==> src/rtl/mpx_wb_arbiter_pkg.sv <==
// Shared definitions for the MPX writeback path: register index width,
// the hardwired-zero register and the writeback source-select encoding.
package mpx_defs;

    localparam int REG_IDX_W = 5;
    localparam int DATA_W    = 32;

    typedef logic [REG_IDX_W-1:0] reg_idx_t;
    typedef logic [DATA_W-1:0]    reg_data_t;

    localparam reg_idx_t REG_ZERO = '0;

    // Which source owns the register file write port this cycle.
    typedef enum logic [1:0] {
        WB_SRC_NONE   = 2'd0,
        WB_SRC_EXEC   = 2'd1,
        WB_SRC_LOAD   = 2'd2,
        WB_SRC_MULDIV = 2'd3
    } wb_src_e;

    // Long-latency writes are the ones that retire scoreboard entries.
    function automatic logic is_long_latency(input wb_src_e src);
        return (src == WB_SRC_LOAD) || (src == WB_SRC_MULDIV);
    endfunction

endpackage

==> src/rtl/mpx_wb_arbiter_if.sv <==
// Writeback bus between the result sources / issue logic and the
// writeback arbiter. The arbiter takes the slave modport; the sources,
// issue stage and register file side take the master modport.
interface mpx_wb_arbiter_if;
    import mpx_defs::*;

    // Execute pipeline result, no backpressure
    logic      exec_valid_i;
    reg_idx_t  exec_rd_i;
    reg_data_t exec_value_i;

    // Load unit result, valid/accept handshake
    logic      load_valid_i;
    reg_idx_t  load_rd_i;
    reg_data_t load_value_i;
    logic      load_accept_o;

    // Mul/div unit result, valid/accept handshake
    logic      muldiv_valid_i;
    reg_idx_t  muldiv_rd_i;
    reg_data_t muldiv_value_i;
    logic      muldiv_accept_o;

    // Issue-side scoreboard access
    logic      alloc_valid_i;
    reg_idx_t  alloc_rd_i;
    reg_idx_t  ra_i;
    reg_idx_t  rb_i;
    logic      ra_pending_o;
    logic      rb_pending_o;

    // Register file write port
    reg_idx_t  rd0_o;
    reg_data_t rd0_value_o;

    modport slave (
        input  exec_valid_i, exec_rd_i, exec_value_i,
        input  load_valid_i, load_rd_i, load_value_i,
        output load_accept_o,
        input  muldiv_valid_i, muldiv_rd_i, muldiv_value_i,
        output muldiv_accept_o,
        input  alloc_valid_i, alloc_rd_i, ra_i, rb_i,
        output ra_pending_o, rb_pending_o,
        output rd0_o, rd0_value_o
    );

    modport master (
        output exec_valid_i, exec_rd_i, exec_value_i,
        output load_valid_i, load_rd_i, load_value_i,
        input  load_accept_o,
        output muldiv_valid_i, muldiv_rd_i, muldiv_value_i,
        input  muldiv_accept_o,
        output alloc_valid_i, alloc_rd_i, ra_i, rb_i,
        input  ra_pending_o, rb_pending_o,
        input  rd0_o, rd0_value_o
    );

endinterface

==> src/rtl/mpx_wb_scoreboard.sv <==
// Pending-write scoreboard for registers 1..NUM_REGS-1. A bit is set when a
// long-latency op is issued to that register and cleared on the edge where
// its writeback commits. Register 0 is never tracked and always reads 0.
module mpx_wb_scoreboard
    import mpx_defs::*;
#(
    parameter int NUM_REGS = 32
) (
    input  logic     clk_i,
    input  logic     rst_i,
    input  logic     set_valid_i,
    input  reg_idx_t set_rd_i,
    input  logic     clr_valid_i,
    input  reg_idx_t clr_rd_i,
    input  reg_idx_t ra_i,
    input  reg_idx_t rb_i,
    output logic     ra_pending_o,
    output logic     rb_pending_o
);

    logic [NUM_REGS-1:1] pending_d;
    logic [NUM_REGS-1:1] pending_q;

    // Next pending vector: clear applied first so a same-cycle set wins.
    always_comb begin
        pending_d = pending_q;
        for (int i = 1; i < NUM_REGS; i++) begin
            if (clr_valid_i && (clr_rd_i == i[REG_IDX_W-1:0])) begin
                pending_d[i] = 1'b0;
            end
            if (set_valid_i && (set_rd_i == i[REG_IDX_W-1:0])) begin
                pending_d[i] = 1'b1;
            end
        end
    end

    // Pending vector register; reset drops every outstanding entry.
    always_ff @(posedge clk_i or negedge rst_i) begin
        if (!rst_i) begin
            pending_q <= '0;
        end else begin
            pending_q <= pending_d;
        end
    end

    // Two combinational read ports; index 0 or out-of-range reads 0.
    always_comb begin
        ra_pending_o = 1'b0;
        rb_pending_o = 1'b0;
        for (int i = 1; i < NUM_REGS; i++) begin
            if (ra_i == i[REG_IDX_W-1:0]) begin
                ra_pending_o = pending_q[i];
            end
            if (rb_i == i[REG_IDX_W-1:0]) begin
                rb_pending_o = pending_q[i];
            end
        end
    end

endmodule

==> src/rtl/mpx_wb_arbiter.sv <==
// Writeback arbiter for the MPX register file write port.
// Execute results always win; load and mul/div results share the remaining
// slots through a valid/accept handshake. The granted write is registered
// onto rd0_o/rd0_value_o, and long-latency writes retire scoreboard entries
// as they commit.
// Build option: define MPX_WB_FAIR_ARB_EN for round-robin between load and
// mul/div; otherwise load has fixed priority over mul/div.
module mpx_wb_arbiter
    import mpx_defs::*;
#(
    parameter int NUM_REGS = 32
) (
    input  logic              clk_i,
    input  logic              rst_i,
    mpx_wb_arbiter_if.slave   bus
);

    wb_src_e   src_sel;
    logic      exec_hit;
    logic      both_req;

    reg_idx_t  rd0_d;
    reg_idx_t  rd0_q;
    reg_data_t rd0_value_d;
    reg_data_t rd0_value_q;
    logic      rd0_ll_d;
    logic      rd0_ll_q;

`ifdef MPX_WB_FAIR_ARB_EN
    // 0: load wins the next contested cycle, 1: mul/div wins it.
    logic      rr_muldiv_d;
    logic      rr_muldiv_q;
`endif

    // Pick the owner of the write port for this cycle.
    always_comb begin
        src_sel  = WB_SRC_NONE;
        exec_hit = bus.exec_valid_i && (bus.exec_rd_i != REG_ZERO);
        both_req = bus.load_valid_i && bus.muldiv_valid_i;
        if (exec_hit) begin
            src_sel = WB_SRC_EXEC;
        end else if (both_req) begin
`ifdef MPX_WB_FAIR_ARB_EN
            src_sel = rr_muldiv_q ? WB_SRC_MULDIV : WB_SRC_LOAD;
`else
            src_sel = WB_SRC_LOAD;
`endif
        end else if (bus.load_valid_i) begin
            src_sel = WB_SRC_LOAD;
        end else if (bus.muldiv_valid_i) begin
            src_sel = WB_SRC_MULDIV;
        end
    end

    // Handshake accepts and the write-port mux for the selected source.
    always_comb begin
        rd0_d               = REG_ZERO;
        rd0_value_d         = '0;
        bus.load_accept_o   = (src_sel == WB_SRC_LOAD);
        bus.muldiv_accept_o = (src_sel == WB_SRC_MULDIV);
        case (src_sel)
            WB_SRC_EXEC: begin
                rd0_d       = bus.exec_rd_i;
                rd0_value_d = bus.exec_value_i;
            end
            WB_SRC_LOAD: begin
                rd0_d       = bus.load_rd_i;
                rd0_value_d = bus.load_value_i;
            end
            WB_SRC_MULDIV: begin
                rd0_d       = bus.muldiv_rd_i;
                rd0_value_d = bus.muldiv_value_i;
            end
            default: begin
                rd0_d       = REG_ZERO;
                rd0_value_d = '0;
            end
        endcase
        // A long-latency result aimed at r0 is accepted but discarded.
        if (rd0_d == REG_ZERO) begin
            rd0_value_d = '0;
        end
        rd0_ll_d = is_long_latency(src_sel) && (rd0_d != REG_ZERO);
    end

    // Write-port output register; reset kills any in-flight write at once.
    always_ff @(posedge clk_i or negedge rst_i) begin
        if (!rst_i) begin
            rd0_q       <= REG_ZERO;
            rd0_value_q <= '0;
            rd0_ll_q    <= 1'b0;
        end else begin
            rd0_q       <= rd0_d;
            rd0_value_q <= rd0_value_d;
            rd0_ll_q    <= rd0_ll_d;
        end
    end

`ifdef MPX_WB_FAIR_ARB_EN
    // Flip the round-robin pointer after every contested long-latency grant.
    always_comb begin
        rr_muldiv_d = rr_muldiv_q;
        if (both_req && !exec_hit) begin
            rr_muldiv_d = ~rr_muldiv_q;
        end
    end

    // Round-robin pointer register; starts by favouring load.
    always_ff @(posedge clk_i or negedge rst_i) begin
        if (!rst_i) begin
            rr_muldiv_q <= 1'b0;
        end else begin
            rr_muldiv_q <= rr_muldiv_d;
        end
    end
`endif

    assign bus.rd0_o       = rd0_q;
    assign bus.rd0_value_o = rd0_value_q;

    // The write shown on rd0_o commits at the end of this cycle, so that is
    // the edge where its pending bit is retired.
    mpx_wb_scoreboard #(
        .NUM_REGS (NUM_REGS)
    ) u_scoreboard (
        .clk_i        (clk_i),
        .rst_i        (rst_i),
        .set_valid_i  (bus.alloc_valid_i && (bus.alloc_rd_i != REG_ZERO)),
        .set_rd_i     (bus.alloc_rd_i),
        .clr_valid_i  (rd0_ll_q),
        .clr_rd_i     (rd0_q),
        .ra_i         (bus.ra_i),
        .rb_i         (bus.rb_i),
        .ra_pending_o (bus.ra_pending_o),
        .rb_pending_o (bus.rb_pending_o)
    );

endmodule

==> src/flat_wrapper.sv <==
// flat-port wrapper written by rule: the top's interface ports become plain ports
module mpx_wb_arbiter_flat import mpx_defs::*;
#(
    parameter int NUM_REGS = 32
)
  (clk_i, rst_i, bus_exec_valid_i, bus_exec_rd_i, bus_exec_value_i, bus_load_valid_i, bus_load_rd_i, bus_load_value_i, bus_load_accept_o, bus_muldiv_valid_i, bus_muldiv_rd_i, bus_muldiv_value_i, bus_muldiv_accept_o, bus_alloc_valid_i, bus_alloc_rd_i, bus_ra_i, bus_rb_i, bus_ra_pending_o, bus_rb_pending_o, bus_rd0_o, bus_rd0_value_o);
  mpx_wb_arbiter_if bus_i ();
  input  logic clk_i;
  input  logic rst_i;
  input wire logic [$bits(bus_i.exec_valid_i)-1:0] bus_exec_valid_i;
  input wire logic [$bits(bus_i.exec_rd_i)-1:0] bus_exec_rd_i;
  input wire logic [$bits(bus_i.exec_value_i)-1:0] bus_exec_value_i;
  input wire logic [$bits(bus_i.load_valid_i)-1:0] bus_load_valid_i;
  input wire logic [$bits(bus_i.load_rd_i)-1:0] bus_load_rd_i;
  input wire logic [$bits(bus_i.load_value_i)-1:0] bus_load_value_i;
  output wire logic [$bits(bus_i.load_accept_o)-1:0] bus_load_accept_o;
  input wire logic [$bits(bus_i.muldiv_valid_i)-1:0] bus_muldiv_valid_i;
  input wire logic [$bits(bus_i.muldiv_rd_i)-1:0] bus_muldiv_rd_i;
  input wire logic [$bits(bus_i.muldiv_value_i)-1:0] bus_muldiv_value_i;
  output wire logic [$bits(bus_i.muldiv_accept_o)-1:0] bus_muldiv_accept_o;
  input wire logic [$bits(bus_i.alloc_valid_i)-1:0] bus_alloc_valid_i;
  input wire logic [$bits(bus_i.alloc_rd_i)-1:0] bus_alloc_rd_i;
  input wire logic [$bits(bus_i.ra_i)-1:0] bus_ra_i;
  input wire logic [$bits(bus_i.rb_i)-1:0] bus_rb_i;
  output wire logic [$bits(bus_i.ra_pending_o)-1:0] bus_ra_pending_o;
  output wire logic [$bits(bus_i.rb_pending_o)-1:0] bus_rb_pending_o;
  output wire logic [$bits(bus_i.rd0_o)-1:0] bus_rd0_o;
  output wire logic [$bits(bus_i.rd0_value_o)-1:0] bus_rd0_value_o;
  assign bus_i.exec_valid_i = bus_exec_valid_i;
  assign bus_i.exec_rd_i = bus_exec_rd_i;
  assign bus_i.exec_value_i = bus_exec_value_i;
  assign bus_i.load_valid_i = bus_load_valid_i;
  assign bus_i.load_rd_i = bus_load_rd_i;
  assign bus_i.load_value_i = bus_load_value_i;
  assign bus_load_accept_o = bus_i.load_accept_o;
  assign bus_i.muldiv_valid_i = bus_muldiv_valid_i;
  assign bus_i.muldiv_rd_i = bus_muldiv_rd_i;
  assign bus_i.muldiv_value_i = bus_muldiv_value_i;
  assign bus_muldiv_accept_o = bus_i.muldiv_accept_o;
  assign bus_i.alloc_valid_i = bus_alloc_valid_i;
  assign bus_i.alloc_rd_i = bus_alloc_rd_i;
  assign bus_i.ra_i = bus_ra_i;
  assign bus_i.rb_i = bus_rb_i;
  assign bus_ra_pending_o = bus_i.ra_pending_o;
  assign bus_rb_pending_o = bus_i.rb_pending_o;
  assign bus_rd0_o = bus_i.rd0_o;
  assign bus_rd0_value_o = bus_i.rd0_value_o;
  mpx_wb_arbiter #(.NUM_REGS(NUM_REGS)) u_core (.clk_i(clk_i), .rst_i(rst_i), .bus(bus_i));
endmodule
==> config.mk <==
export PLATFORM = sky130hd
export DESIGN_NAME = mpx_wb_arbiter_flat
export DESIGN_NICKNAME = d
export VERILOG_FILES = /design/src/rtl/mpx_wb_arbiter_pkg.sv /design/src/rtl/mpx_wb_arbiter_if.sv /design/src/rtl/mpx_wb_scoreboard.sv /design/src/rtl/mpx_wb_arbiter.sv /design/src/flat_wrapper.sv
export SDC_FILE = /design/constraint.sdc
export NUM_CORES = 1
export LEC_CHECK = 0
export CORE_ASPECT_RATIO = 0.6
export CORE_UTILIZATION = 44
export DETAILED_ROUTE_END_ITERATION = 16
export PLACE_DENSITY = 0.78
export SKIP_LAST_GASP = 1
export SYNTH_ARGS = -nofsm -noshare
export SYNTH_HDL_FRONTEND = slang
export SYNTH_SLANG_ARGS = --single-unit
==> constraint.sdc <==
create_clock -name clk_i -period 3.2 [get_ports clk_i]
set_clock_uncertainty 0.15 [all_clocks]
set_input_delay 0.64 -clock clk_i [delete_from_list [all_inputs] [get_ports clk_i]]
set_output_delay 0.64 -clock clk_i [all_outputs]
set_load 0.01 [all_outputs]
* Yosys cells after proc, flatten, opt, wreduce, memory -nomap -nowiden *
Cells that the tools add are included.
Widths: inputs -> output; s select.

word-level totals
  flip-flop bits (word level) = 69
  input port bits = 132
  output and inout bits = 41

cells by class
  eq/ne operators = 127
  muxes and demuxes = 131
  reductions and logical operators = 102

operators with widths
  kind                count
  $eq 5x5->1 const B  64
  $eq 5x4->1 const B  32
  $mux 1              124
  $pmux 32 s3         1
  $eq 5x3->1 const B  16
  $logic_and 1x1->1   66
  $reduce_bool 2->1   31
  $eq 5x2->1 const B  8
  $mux 32             1
  $eq 5x1->1 const B  4
  $pmux 5 s3          1
  $reduce_bool 5->1   3
  $mux 2              4
  $logic_not 5->1     1
  $eq 2x2->1 const B  2
  $eq 2x1->1 const B  1
  $logic_or 1x1->1    1

* Logic depth before layout (Yosys ltp) *
Gate-level depths: netlist of run 1.

  depth after elaboration = 32
  mapped depth = 8
  depth with buffers taken out = 6

* Modules after synthesis *
Synthesis of run 1 repeated with hierarchy kept, for this count alone.

unflattened totals
  cell total of the unflattened synthesis = 448
  area total of the unflattened synthesis = 4505.6 um^2

by module, submodules not included
  module             instances  cells each  area each (um^2)  sequential area each (um^2)
  mpx_wb_arbiter     1          189         2303.5            950.9
  mpx_wb_scoreboard  1          259         2202.1            775.7

* Worst setup path before layout of run 1 *
Ideal clock, no wire load.

  kind = input-to-output
  start = input port bus_ra_i[3]
  end = output port bus_ra_pending_o
  data arrival time = 2.048 ns
  required time = 2.410 ns
  setup slack = 0.362 ns
  cell stages on the path = 7
  path buffers = 1
  path through = clkbuf_1 -> nand2b_1 -> a31oi_1 -> or4_1 -> a211oi_1 -> o31ai_1 -> o211ai_1

between the ends
  longest elaborated chain between the ends = 32
  elaborated cells on any way between the ends = 62

RTL lines
  item                  line                     source
  start, declared       flat_wrapper.sv:23       input wire logic [$bits(bus_i.ra_i)-1:0] bus_ra_i;
  $eq 5x1->1            mpx_wb_scoreboard.sv:51  if (ra_i == i[REG_IDX_W-1:0]) begin
  $mux 1 (30 in a row)  mpx_wb_scoreboard.sv:51
  $mux 1 (*)            mpx_wb_scoreboard.sv:51
  end, declared         flat_wrapper.sv:25       output wire logic [$bits(bus_i.ra_pending_o)-1:0] bus_ra_pending_o;

Every way passes the cells marked *; elsewhere a longest branch is shown, timed or not.

* Worst setup path in the final report of run 1 *
  start = input port bus_rb_i[4]
  end = output port bus_rb_pending_o

between the ends
  longest elaborated chain between the ends = 32
  elaborated cells on any way between the ends = 62

RTL lines
  item                  line                     source
  start, declared       flat_wrapper.sv:24       input wire logic [$bits(bus_i.rb_i)-1:0] bus_rb_i;
  $eq 5x1->1            mpx_wb_scoreboard.sv:54  if (rb_i == i[REG_IDX_W-1:0]) begin
  $mux 1 (30 in a row)  mpx_wb_scoreboard.sv:54
  $mux 1 (*)            mpx_wb_scoreboard.sv:54
  end, declared         flat_wrapper.sv:26       output wire logic [$bits(bus_i.rb_pending_o)-1:0] bus_rb_pending_o;

Marks and branches as above.

==> results.cfg, run 1 <==
[outcome]
status = complete, no violations

[final_layout]
fillers = 711
final_cell_mix = clkdlybuf4s50_1, dfrtp_1, nor2_1, o21ai_0, buf_4
fin_nets = 791
areaGrowthSynthToFinish_pct = 58.9
mostFrequentLayoutCell = clkdlybuf4s50_1
num_antenna_cells = 0
drive_above_1_share_pct = 16.7
instances_no_fill = 794

[sta]
period_share_pct = 97.8
tightest_slew_ns = 0.437
fin_tns_setup_ns = 0
hold_violations = 0
rsz0062_at_grt = yes
timing.fmax_mhz = 320
drv_slew = 0
setup_viol = 0
fin_crit_ns = 3.13
slew_headroom_pct = 70.8

[die]
design.core.area_um2 = 9190
rows = 27
start_util_pct = 45.3
die_area_um2 = 9870
boundaryPins = 173
die_x_um = 128
dieHeight_um = 77.3

[setup_path]
slowest_delay_ns = 0.46
critPathLaunchType = input port
r2r-end = u_core.u_scoreboard.pending_q[11]$_DFFE_PN0P_
worstPathArrival_ns = 2.34
crit_chain = clkdlybuf4s50_1 -> nand2b_1 -> a211oi_1 -> o21ai_0 -> nand3_1 -> o21ai_1 -> o211ai_1 -> dlygate4sd2_1
worstPathRequired_ns = 2.41
rr_startpoint = u_core.bus.rd0_o[4]$_DFF_PN0_
worstSetupPathType = input port to primary output
rrSetupSlack_ns = 1.62
endpoint_kind = primary output
slowest_stage = clkdlybuf4s50_1
reg2reg_depth = 4
cp_max_fo = 3

[synth]
netlist_area_um2 = 4160
synth.avg_cell_area_um2 = 8.95
syn_nets = 597
ys_warn_count = 0
ys_ff_latch = 69
synth-async-reset-ratio_pct = 100
synthCells = 465
ys_types = 53
yosysSeqAreaShare_pct = 41.5
synthFlopType = dfrtp_1
synth_edf_count = 0

[detailed_routing]
wl_per_cell_um = 20.1
drc_errors = 0
via_per_inst = 6.06
drt_first_pass_iters = 5
vias = 4812
drt_iter0_markers = 499
wl_um = 16000
ant_nets = 0

[power_and_ir_drop]
power-per-cell-area_nw_per_um2 = 483
vdd_ir_drop_max_mv = 0.377
leakagePower_uw = 0.00260

[global_route]
grt_pass1_wl_um = 24500
grt_max_degree = 58
globalRouteOverflowTotal = 0
grt.total_usage_pct = 32.9
grt_antenna_before_repair = 0
grt_pass1_vias = 4571

[placement]
io_buffers = 172
dp_hpwl_um = 12300
gp_congestion = 1.02
placed_cells = 776

[clocking]
cts_tree = done
cts_sinks = 69
cts_hold_buf = 0
root_buffer = clkbuf_16
clkLatencyLatePin_ns = 0.33
cts_buffer_depth = 2
cts_buffers = 9
clkSlewWorstSetupHoldPaths_ns = 0.06
cts_max_level = 3

[min_path]
min_path_type = input port to async pin

[job]
cap_violations = 0
## how the worst max path moves through the flow
stage | slack, ns | end | start | cells after the start
CTS | -0.17 | bus_ra_pending_o | bus_ra_i[0] | 9
finish | 0.07 | bus_rb_pending_o | bus_rb_i[4] | 8
detailed placement | -0.47 | bus_ra_pending_o | bus_ra_i[0] | 8
global route | -0.006 | bus_ra_pending_o | bus_ra_i[4] | 8
floorplan | 0.36 | bus_ra_pending_o | bus_ra_i[3] | 7
global placement | -0.43 | bus_ra_pending_o | bus_ra_i[0] | 8
## where the power goes
group / internal (µW) / total (µW) / switching [µW]
Clock: 686 / 1070 / 381
Combinational: 469 / 895 / 426
Sequential: 1040 / 1230 / 193
## final cells by class
| type | count | area (µm²) | share of cell area (%) |
|---|---|---|---|
| Multi-Input combinational cell | 355 | 2300 | 34.7 |
| Timing Repair Buffer | 216 | 2070 | 31.3 |
| Sequential cell | 69 | 1730 | 26.1 |
| Clock buffer | 9 | 225 | 3.41 |
| Tap cell | 130 | 163 | 2.46 |
| Clock inverter | 7 | 98.8 | 1.49 |
| Inverter | 8 | 30.0 | 0.454 |
## cells in the mapped netlist, types with 7 or more instances
| library cell | n | share of area (%) |
|---|---|---|
| a21oi_1 | 11 | 1.3 |
| o21ai_0 | 41 | 4.9 |
| clkbuf_1 | 24 | 2.2 |
| nand2_1 | 24 | 2.2 |
| a221oi_1 | 32 | 6.7 |
| nor3_1 | 10 | 1.2 |
| inv_1 | 7 | 0.63 |
| nand2b_1 | 15 | 2.3 |
| nor2b_1 | 15 | 2.3 |
| nor2_1 | 46 | 4.1 |
| o21ai_1 | 33 | 4.0 |
| mux2i_1 | 8 | 1.9 |
| a31oi_1 | 9 | 1.4 |
| nand3_1 | 9 | 1.1 |
| dfrtp_1 | 69 | 41 |
| nor3_2 | 29 | 7.0 |
## stage by stage
step	worst slack, ns	utilization, %	power (µW)	cell area, µm²	hold WS, ns
after CTS	-0.165	71.6	3170	6580	0.0478
after floorplan	0.362	-	1550	4160	0.194
after global routing	-0.00587	72.0	3320	6610	0.0616
after detailed placement	-0.471	67.9	2090	6240	0.380
after global placement	-0.434	67.9	2070	6240	0.359
final	0.0716	72.0	3190	6610	0.0500
## metal layers
| layer | part of all wire [%] | track usage [%] | vias up |
|---|---|---|---|
| li1 | - | - | 2153 |
| met1 | 41 | 43.8 | 2332 |
| met2 | 45 | 49.2 | 289 |
| met3 | 12 | 12.6 | 38 |
| met4 | 2.4 | 10.2 | 0 |
| met5 | 0 | 0 | - |
## state kept, by name, indices dropped and copies added, names as in the netlist
register	flops
u_core.bus.rd0_value_o	32
u_core.u_scoreboard.pending_q	31
u_core.bus.rd0_o	5
u_core.rd0_ll_q	1
## cell families after synthesis
group / Yosys count / synth area share [%]
muxes: 9 / 2.46
DFF: 69 / 41.5
AOI/OAI and AO/OA: 168 / 26.5
and+or+nand+nor: 178 / 25.2
buffers and inverters: 41 / 4.39
## worst max-delay path, delay by kind of cell
| kind | cells | cell delay (ns) |
|---|---|---|
| AOI/OAI and AO/OA | 4 | 0.63 |
| and+or+nand+nor | 2 | 0.32 |
| buffers and inverters | 2 | 0.75 |
## repair_timing
| action | 4_1_cts | 5_1_grt |
|---|---|---|
| setup endpoints to repair | 4 | 2 |
| setup buffers | 1 | 0 |
| cloned | 1 | 0 |
| pin swaps | 0 | 2 |
| resized for setup | 13 | 18 |
No activity file was read; power rests on OpenSTA's default activity.
==> run 2, diff against run 1 <==
--- a/config.mk
+++ b/config.mk
@@ -5,9 +5,11 @@
 export SDC_FILE = /design/constraint.sdc
 export NUM_CORES = 1
 export LEC_CHECK = 0
+export CAP_MARGIN = 20
 export CORE_ASPECT_RATIO = 0.6
 export CORE_UTILIZATION = 44
 export DETAILED_ROUTE_END_ITERATION = 16
+export HOLD_SLACK_MARGIN = 0.03
 export PLACE_DENSITY = 0.78
 export SKIP_LAST_GASP = 1
 export SYNTH_ARGS = -nofsm -noshare
==> results of run 2 <==
No change in the layout: final DEF, timing and power equal those of run 1.
